--- config.mk ---
export PLATFORM = sky130hd
export DESIGN_NAME = axi4_burst_master_flat
export DESIGN_NICKNAME = d
export VERILOG_FILES = /design/src/rtl/axi4_burst_master_if.sv /design/src/rtl/axi4_burst_master.sv /design/src/flat_wrapper.sv
export SDC_FILE = /design/constraint.sdc
export NUM_CORES = 1
export LEC_CHECK = 0
export CORE_MARGIN = 2
export CORE_UTILIZATION = 41
export DETAILED_ROUTE_END_ITERATION = 16
export HOLD_SLACK_MARGIN = 0.12
export MAX_ROUTING_LAYER = met4
export PLACE_DENSITY = 0.91
export SETUP_SLACK_MARGIN = 0.1
export SYNTH_ARGS = -nofsm -noshare
export SYNTH_HDL_FRONTEND = slang
export SYNTH_SLANG_ARGS = --single-unit
--- constraint.sdc ---
create_clock -name ACLK -period 5.5 [get_ports ACLK]
set_clock_uncertainty 0.05 [all_clocks]
set_input_delay 0.825 -clock ACLK [delete_from_list [all_inputs] [get_ports ACLK]]
set_output_delay 0.825 -clock ACLK [all_outputs]
set_load 0.03 [all_outputs]
--- src/rtl/axi4_burst_master_if.sv ---
// AXI4 five-channel bundle between the burst master and a memory slave.
// Burst type is carried but the master only ever issues INCR.
interface axi4_burst_master_if #(
    parameter int DATA_WIDTH = 32,
    parameter int ADDR_WIDTH = 16
);
    logic [ADDR_WIDTH-1:0] AWADDR;
    logic [7:0]            AWLEN;
    logic [2:0]            AWSIZE;
    logic [1:0]            AWBURST;
    logic                  AWVALID;
    logic                  AWREADY;

    logic [DATA_WIDTH-1:0] WDATA;
    logic                  WLAST;
    logic                  WVALID;
    logic                  WREADY;

    logic [1:0]            BRESP;
    logic                  BVALID;
    logic                  BREADY;

    logic [ADDR_WIDTH-1:0] ARADDR;
    logic [7:0]            ARLEN;
    logic [2:0]            ARSIZE;
    logic [1:0]            ARBURST;
    logic                  ARVALID;
    logic                  ARREADY;

    logic [DATA_WIDTH-1:0] RDATA;
    logic [1:0]            RRESP;
    logic                  RLAST;
    logic                  RVALID;
    logic                  RREADY;

    modport master (
        output AWADDR, AWLEN, AWSIZE, AWBURST, AWVALID,
        input  AWREADY,
        output WDATA, WLAST, WVALID,
        input  WREADY,
        input  BRESP, BVALID,
        output BREADY,
        output ARADDR, ARLEN, ARSIZE, ARBURST, ARVALID,
        input  ARREADY,
        input  RDATA, RRESP, RLAST, RVALID,
        output RREADY
    );

    modport slave (
        input  AWADDR, AWLEN, AWSIZE, AWBURST, AWVALID,
        output AWREADY,
        input  WDATA, WLAST, WVALID,
        output WREADY,
        output BRESP, BVALID,
        input  BREADY,
        input  ARADDR, ARLEN, ARSIZE, ARBURST, ARVALID,
        output ARREADY,
        output RDATA, RRESP, RLAST, RVALID,
        input  RREADY
    );
endinterface

--- src/rtl/axi4_burst_master.sv ---
// AXI4 initiator: one read or write INCR burst per local command, one outstanding at a time.
// Data channels are combinational pass-throughs of the local streams while in W / R.
module axi4_burst_master #(
    parameter int DATA_WIDTH = 32,
    parameter int ADDR_WIDTH = 16
) (
    input  logic                  ACLK,
    input  logic                  ARESETn,
    input  logic                  cmd_valid,
    output logic                  cmd_ready,
    input  logic                  cmd_write,
    input  logic [ADDR_WIDTH-1:0] cmd_addr,
    input  logic [7:0]            cmd_len,
    input  logic [2:0]            cmd_size,
    input  logic [DATA_WIDTH-1:0] wr_data,
    input  logic                  wr_valid,
    output logic                  wr_ready,
    output logic [DATA_WIDTH-1:0] rd_data,
    output logic                  rd_valid,
    input  logic                  rd_ready,
    output logic                  rd_last,
    output logic                  done,
    output logic [1:0]            done_resp,
    output logic                  done_proto_err,
    axi4_burst_master_if.master   axi
);

    typedef enum logic [2:0] {IDLE, AW, W, B, AR, R} state_t;

    state_t     state;
    logic [7:0] len;
    logic [8:0] beat_cnt;
    logic [1:0] worst_resp;
    logic       proto_err;

    logic       last_beat;
    logic       w_fire;
    logic       r_fire;
    logic [1:0] resp_next;
    logic       proto_next;

    // beat_cnt is one bit wider than len so a 256-beat burst never wraps.
    assign last_beat  = (beat_cnt == {1'b0, len});
    assign w_fire     = axi.WVALID && axi.WREADY;
    assign r_fire     = axi.RVALID && axi.RREADY;
    assign resp_next  = (axi.RRESP > worst_resp) ? axi.RRESP : worst_resp;
    assign proto_next = proto_err | (axi.RLAST != last_beat);

    assign cmd_ready   = (state == IDLE);
    assign axi.AWBURST = 2'b01;
    assign axi.ARBURST = 2'b01;

    assign axi.WVALID = (state == W) && wr_valid;
    assign axi.WDATA  = wr_data;
    assign axi.WLAST  = (state == W) && last_beat;
    assign wr_ready   = (state == W) && axi.WREADY;
    assign axi.BREADY = (state == B);

    assign rd_valid   = (state == R) && axi.RVALID;
    assign rd_data    = (state == R) ? axi.RDATA : '0;
    assign rd_last    = (state == R) && last_beat;
    assign axi.RREADY = (state == R) && rd_ready;

    always_ff @(posedge ACLK) begin
        if (!ARESETn) begin
            state          <= IDLE;
            len            <= '0;
            beat_cnt       <= '0;
            worst_resp     <= 2'b00;
            proto_err      <= 1'b0;
            done           <= 1'b0;
            done_resp      <= 2'b00;
            done_proto_err <= 1'b0;
            axi.AWADDR     <= '0;
            axi.AWLEN      <= '0;
            axi.AWSIZE     <= '0;
            axi.AWVALID    <= 1'b0;
            axi.ARADDR     <= '0;
            axi.ARLEN      <= '0;
            axi.ARSIZE     <= '0;
            axi.ARVALID    <= 1'b0;
        end else begin
            done <= 1'b0;
            case (state)
                IDLE: begin
                    if (cmd_valid) begin
                        len        <= cmd_len;
                        beat_cnt   <= '0;
                        worst_resp <= 2'b00;
                        proto_err  <= 1'b0;
                        if (cmd_write) begin
                            axi.AWADDR  <= cmd_addr;
                            axi.AWLEN   <= cmd_len;
                            axi.AWSIZE  <= cmd_size;
                            axi.AWVALID <= 1'b1;
                            state       <= AW;
                        end else begin
                            axi.ARADDR  <= cmd_addr;
                            axi.ARLEN   <= cmd_len;
                            axi.ARSIZE  <= cmd_size;
                            axi.ARVALID <= 1'b1;
                            state       <= AR;
                        end
                    end
                end
                AW: begin
                    if (axi.AWREADY) begin
                        axi.AWVALID <= 1'b0;
                        state       <= W;
                    end
                end
                W: begin
                    if (w_fire) begin
                        beat_cnt <= beat_cnt + 9'd1;
                        if (last_beat) state <= B;
                    end
                end
                B: begin
                    if (axi.BVALID) begin
                        done           <= 1'b1;
                        done_resp      <= axi.BRESP;
                        done_proto_err <= 1'b0;
                        state          <= IDLE;
                    end
                end
                AR: begin
                    if (axi.ARREADY) begin
                        axi.ARVALID <= 1'b0;
                        state       <= R;
                    end
                end
                R: begin
                    // Completion is decided by our own beat count, never by RLAST.
                    if (r_fire) begin
                        worst_resp <= resp_next;
                        proto_err  <= proto_next;
                        beat_cnt   <= beat_cnt + 9'd1;
                        if (last_beat) begin
                            done           <= 1'b1;
                            done_resp      <= resp_next;
                            done_proto_err <= proto_next;
                            state          <= IDLE;
                        end
                    end
                end
                default: state <= IDLE;
            endcase
        end
    end

endmodule

--- src/flat_wrapper.sv ---
// flat-port wrapper written by rule: the top's interface ports become plain ports
module axi4_burst_master_flat 
#(
    parameter int DATA_WIDTH = 32,
    parameter int ADDR_WIDTH = 16
)
  (ACLK, ARESETn, cmd_valid, cmd_ready, cmd_write, cmd_addr, cmd_len, cmd_size, wr_data, wr_valid, wr_ready, rd_data, rd_valid, rd_ready, rd_last, done, done_resp, done_proto_err, axi_AWADDR, axi_AWLEN, axi_AWSIZE, axi_AWBURST, axi_AWVALID, axi_AWREADY, axi_WDATA, axi_WLAST, axi_WVALID, axi_WREADY, axi_BRESP, axi_BVALID, axi_BREADY, axi_ARADDR, axi_ARLEN, axi_ARSIZE, axi_ARBURST, axi_ARVALID, axi_ARREADY, axi_RDATA, axi_RRESP, axi_RLAST, axi_RVALID, axi_RREADY);
  axi4_burst_master_if #(.DATA_WIDTH(DATA_WIDTH), .ADDR_WIDTH(ADDR_WIDTH)) axi_i ();
  input  logic ACLK;
  input  logic ARESETn;
  input  logic cmd_valid;
  output logic cmd_ready;
  input  logic cmd_write;
  input  logic [ADDR_WIDTH-1:0] cmd_addr;
  input  logic [7:0] cmd_len;
  input  logic [2:0] cmd_size;
  input  logic [DATA_WIDTH-1:0] wr_data;
  input  logic wr_valid;
  output logic wr_ready;
  output logic [DATA_WIDTH-1:0] rd_data;
  output logic rd_valid;
  input  logic rd_ready;
  output logic rd_last;
  output logic done;
  output logic [1:0] done_resp;
  output logic done_proto_err;
  output wire logic [$bits(axi_i.AWADDR)-1:0] axi_AWADDR;
  output wire logic [$bits(axi_i.AWLEN)-1:0] axi_AWLEN;
  output wire logic [$bits(axi_i.AWSIZE)-1:0] axi_AWSIZE;
  output wire logic [$bits(axi_i.AWBURST)-1:0] axi_AWBURST;
  output wire logic [$bits(axi_i.AWVALID)-1:0] axi_AWVALID;
  input wire logic [$bits(axi_i.AWREADY)-1:0] axi_AWREADY;
  output wire logic [$bits(axi_i.WDATA)-1:0] axi_WDATA;
  output wire logic [$bits(axi_i.WLAST)-1:0] axi_WLAST;
  output wire logic [$bits(axi_i.WVALID)-1:0] axi_WVALID;
  input wire logic [$bits(axi_i.WREADY)-1:0] axi_WREADY;
  input wire logic [$bits(axi_i.BRESP)-1:0] axi_BRESP;
  input wire logic [$bits(axi_i.BVALID)-1:0] axi_BVALID;
  output wire logic [$bits(axi_i.BREADY)-1:0] axi_BREADY;
  output wire logic [$bits(axi_i.ARADDR)-1:0] axi_ARADDR;
  output wire logic [$bits(axi_i.ARLEN)-1:0] axi_ARLEN;
  output wire logic [$bits(axi_i.ARSIZE)-1:0] axi_ARSIZE;
  output wire logic [$bits(axi_i.ARBURST)-1:0] axi_ARBURST;
  output wire logic [$bits(axi_i.ARVALID)-1:0] axi_ARVALID;
  input wire logic [$bits(axi_i.ARREADY)-1:0] axi_ARREADY;
  input wire logic [$bits(axi_i.RDATA)-1:0] axi_RDATA;
  input wire logic [$bits(axi_i.RRESP)-1:0] axi_RRESP;
  input wire logic [$bits(axi_i.RLAST)-1:0] axi_RLAST;
  input wire logic [$bits(axi_i.RVALID)-1:0] axi_RVALID;
  output wire logic [$bits(axi_i.RREADY)-1:0] axi_RREADY;
  assign axi_AWADDR = axi_i.AWADDR;
  assign axi_AWLEN = axi_i.AWLEN;
  assign axi_AWSIZE = axi_i.AWSIZE;
  assign axi_AWBURST = axi_i.AWBURST;
  assign axi_AWVALID = axi_i.AWVALID;
  assign axi_i.AWREADY = axi_AWREADY;
  assign axi_WDATA = axi_i.WDATA;
  assign axi_WLAST = axi_i.WLAST;
  assign axi_WVALID = axi_i.WVALID;
  assign axi_i.WREADY = axi_WREADY;
  assign axi_i.BRESP = axi_BRESP;
  assign axi_i.BVALID = axi_BVALID;
  assign axi_BREADY = axi_i.BREADY;
  assign axi_ARADDR = axi_i.ARADDR;
  assign axi_ARLEN = axi_i.ARLEN;
  assign axi_ARSIZE = axi_i.ARSIZE;
  assign axi_ARBURST = axi_i.ARBURST;
  assign axi_ARVALID = axi_i.ARVALID;
  assign axi_i.ARREADY = axi_ARREADY;
  assign axi_i.RDATA = axi_RDATA;
  assign axi_i.RRESP = axi_RRESP;
  assign axi_i.RLAST = axi_RLAST;
  assign axi_i.RVALID = axi_RVALID;
  assign axi_RREADY = axi_i.RREADY;
  axi4_burst_master #(.DATA_WIDTH(DATA_WIDTH), .ADDR_WIDTH(ADDR_WIDTH)) u_core (.ACLK(ACLK), .ARESETn(ARESETn), .cmd_valid(cmd_valid), .cmd_ready(cmd_ready), .cmd_write(cmd_write), .cmd_addr(cmd_addr), .cmd_len(cmd_len), .cmd_size(cmd_size), .wr_data(wr_data), .wr_valid(wr_valid), .wr_ready(wr_ready), .rd_data(rd_data), .rd_valid(rd_valid), .rd_ready(rd_ready), .rd_last(rd_last), .done(done), .done_resp(done_resp), .done_proto_err(done_proto_err), .axi(axi_i));
endmodule
==> metrics <==
TritonCTS clock tree=built; Area growth syn-to-layout=41.3%; Initial Util=42.3%; f_max=260 MHz; share of layout cells above drive strength 1=5.20%; die area=0.0109 mm^2; Seq/Total Area, Yosys=40.0%; Inserted Diodes=0; endpoints failing hold=0; Syn. warnings=0; drt wl/cell=14.8 um; pwr dens=331 mW/mm^2; CTS hold repair buffers=0; EDFF count, synth=0; WP data required=4.62 ns; nets=741; post-cts sizing count=0; GR peak layer=met2; arrival time at the worst endpoint=2.97 ns; Worst-path clk slew=0.09 ns; H-tree depth=3; most frequent cells in the layout=clkdlybuf4s50_1, nand2_1, dfxtp_1; Min-Delay Path Class=reg2reg; Slew headroom=18.3%; WL final=11.4 mm; commonest non-fill, non-tap cell in the layout=clkdlybuf4s50_1; Leak Pwr=2.09 nW; Synth Area per Inst=8.20 um^2; postcts setup bufs=0; GRT Total Usage=21.3%; crit start category=register; Die H=105 um; Yosys cell types=51; Cell Area, Synth=0.00415 mm^2; met2 usage=36.3%; Post-synth ARST share=0%; synth top area cells=dfxtp_1, nand2_1, a21boi_0; CP Class=reg2out; CP endpoint kind=primary output; top_reg_cell synth=dfxtp_1; Core ar.=0.00982 mm^2; via count=3797; Syn Inst Count=506; clk_lat worst skew=0.35 ns; DR pass1 iterations=5; port bufs=174; #FFs+latches synth=83; DRC violations left=0; vias in the first global route=3800; CTS sink cnt=83; io pins=243; TritonCTS buffer count=9; max-cap violations=0; Final period util=69.9%; Via density=4.94; met3 GRT Util=5.49%; GP Congestion=0.854; GR Util met1=25.2%; Max clock buf depth=2; largest area contributor in the netlist=dfxtp_1; RSZ-0062 raised after global routing=no; worst slew pin tran=1.23 ns; post-detailed-route count of antenna-violating nets=0; Final Power=1.94 mW; VDD IR-drop max=0.153 mV; fin crit period=3.84 ns; DP Wirelength=8.29 mm; Root Buffer=clkbuf_8; largest net degree at the start of global routing=42; first-pass GRT wire length=18.7 mm; Die X=105 um; status=complete, no violations; GRT Residual Overflow=0; Initial DRC Count=144; initial antenna violation count=0; Slew Limit Fails=0; top cell type's share of synthesized area=40.0%; row count=36; setup TNS=0 ns; crit-path max FO=39; Setup Viol. Count Final=0
logic make-up after synthesis:
kind of cell | count (synthesis) | share of synthesized area [%]
flip-flops | 83 | 40.0
multiplexers | 5 | 1.24
AO/OA/AOI/OAI | 99 | 18.4
XOR/XNOR | 14 | 2.96
adder cells (fa/ha/maj) | 4 | 1.21
buffers and inverters | 72 | 10.2
other | 2 | 0.181
AND/OR/NAND/NOR | 227 | 25.8
cell usage after synthesis, types with 2 or more instances:
cell type	n
a21boi_0	62
a21boi_1	4
a21oi_1	7
a2bb2oi_1	2
and2_1	41
and3_1	3
and3b_1	2
buf_2	8
buf_4	36
clkbuf_1	20
conb_1	2
dfxtp_1	83
ha_1	4
inv_1	7
mux2i_1	4
nand2_1	140
nand2b_1	4
nand3_1	3
nand3b_2	2
nor2_1	12
nor2b_1	2
nor3_1	4
nor3b_1	2
o2111ai_1	5
o21ai_0	8
or3_1	2
xnor2_1	7
xor2_1	7
power by group:
group / internal [mW] / leakage [nW] / switching [mW]
clock network: 0.180 / 0.0904 / 0.230
registers: 0.672 / 0.675 / 0.0742
logic: 0.317 / 1.33 / 0.466
total: 1.17 / 2.09 / 0.771
area by class of cell:
cell class | count | area (um^2)
timing repair buffer | 176 | 1750
clock buffer | 10 | 138
fill | 891 | 3960
multi-input combinational | 353 | 2070
inverter | 7 | 26.3
sequential | 83 | 1660
clock inverter | 6 | 48.8
tap | 133 | 166
worst max-delay path: stages (launching register included):
cell and delay (ns):
dfxtp_1 0.72, and3b_1 0.95, and2_1 0.26, clkdlybuf4s50_1 0.68
sequential cells by signal (all words and copies together), names as in the netlist, 2 cells and up:
signal	flops
u_core.state	3
u_core.axi.ARLEN	8
u_core.worst_resp	2
u_core.axi.AWLEN	8
u_core.axi.AWADDR	16
u_core.done_resp	2
u_core.axi.AWSIZE	3
u_core.axi.ARADDR	16
u_core.axi.ARSIZE	3
u_core.beat_cnt	9
u_core.len	8
final timing paths:
path,start,end,slack [ns],cells after the start
worst max-delay path,u_core.state[2]$_SDFFE_PN0P_,rd_data[17],1.66,3
worst min-delay path,u_core.axi.ARADDR[5]$_SDFFE_PN0P_,u_core.axi.ARADDR[5]$_SDFFE_PN0P_,0.41,2
worst max register to register,u_core.state[2]$_SDFFE_PN0P_,u_core.done_resp[0]$_SDFFE_PN0P_,2.78,4
worst min register to register,u_core.axi.ARADDR[5]$_SDFFE_PN0P_,u_core.axi.ARADDR[5]$_SDFFE_PN0P_,0.41,2
per-layer routing:
metal  part of all wire [%]  wire (um)
met1                     42       4820
met2                     51       5790
met3                    5.4        611
met4                    1.2        139
met5                      0          0
metrics by stage:
| stage | setup WS, ns | area [um^2] | std cells | utilization [%] | hold slack (ns) |
|---|---|---|---|---|---|
| after floorplan | 2.98 | 4160 | 508 | - | 0.401 |
| after global placement | 2.28 | 5680 | 752 | 57.8 | 0.390 |
| after detailed placement | 2.09 | 5680 | 752 | 57.8 | 0.398 |
| after CTS | 1.69 | 5860 | 768 | 59.7 | 0.417 |
| after global routing | 1.45 | 5860 | 768 | 59.7 | 0.444 |
| final | 1.66 | 5860 | 768 | 59.7 | 0.414 |
(Power assumes the default switching activity.)
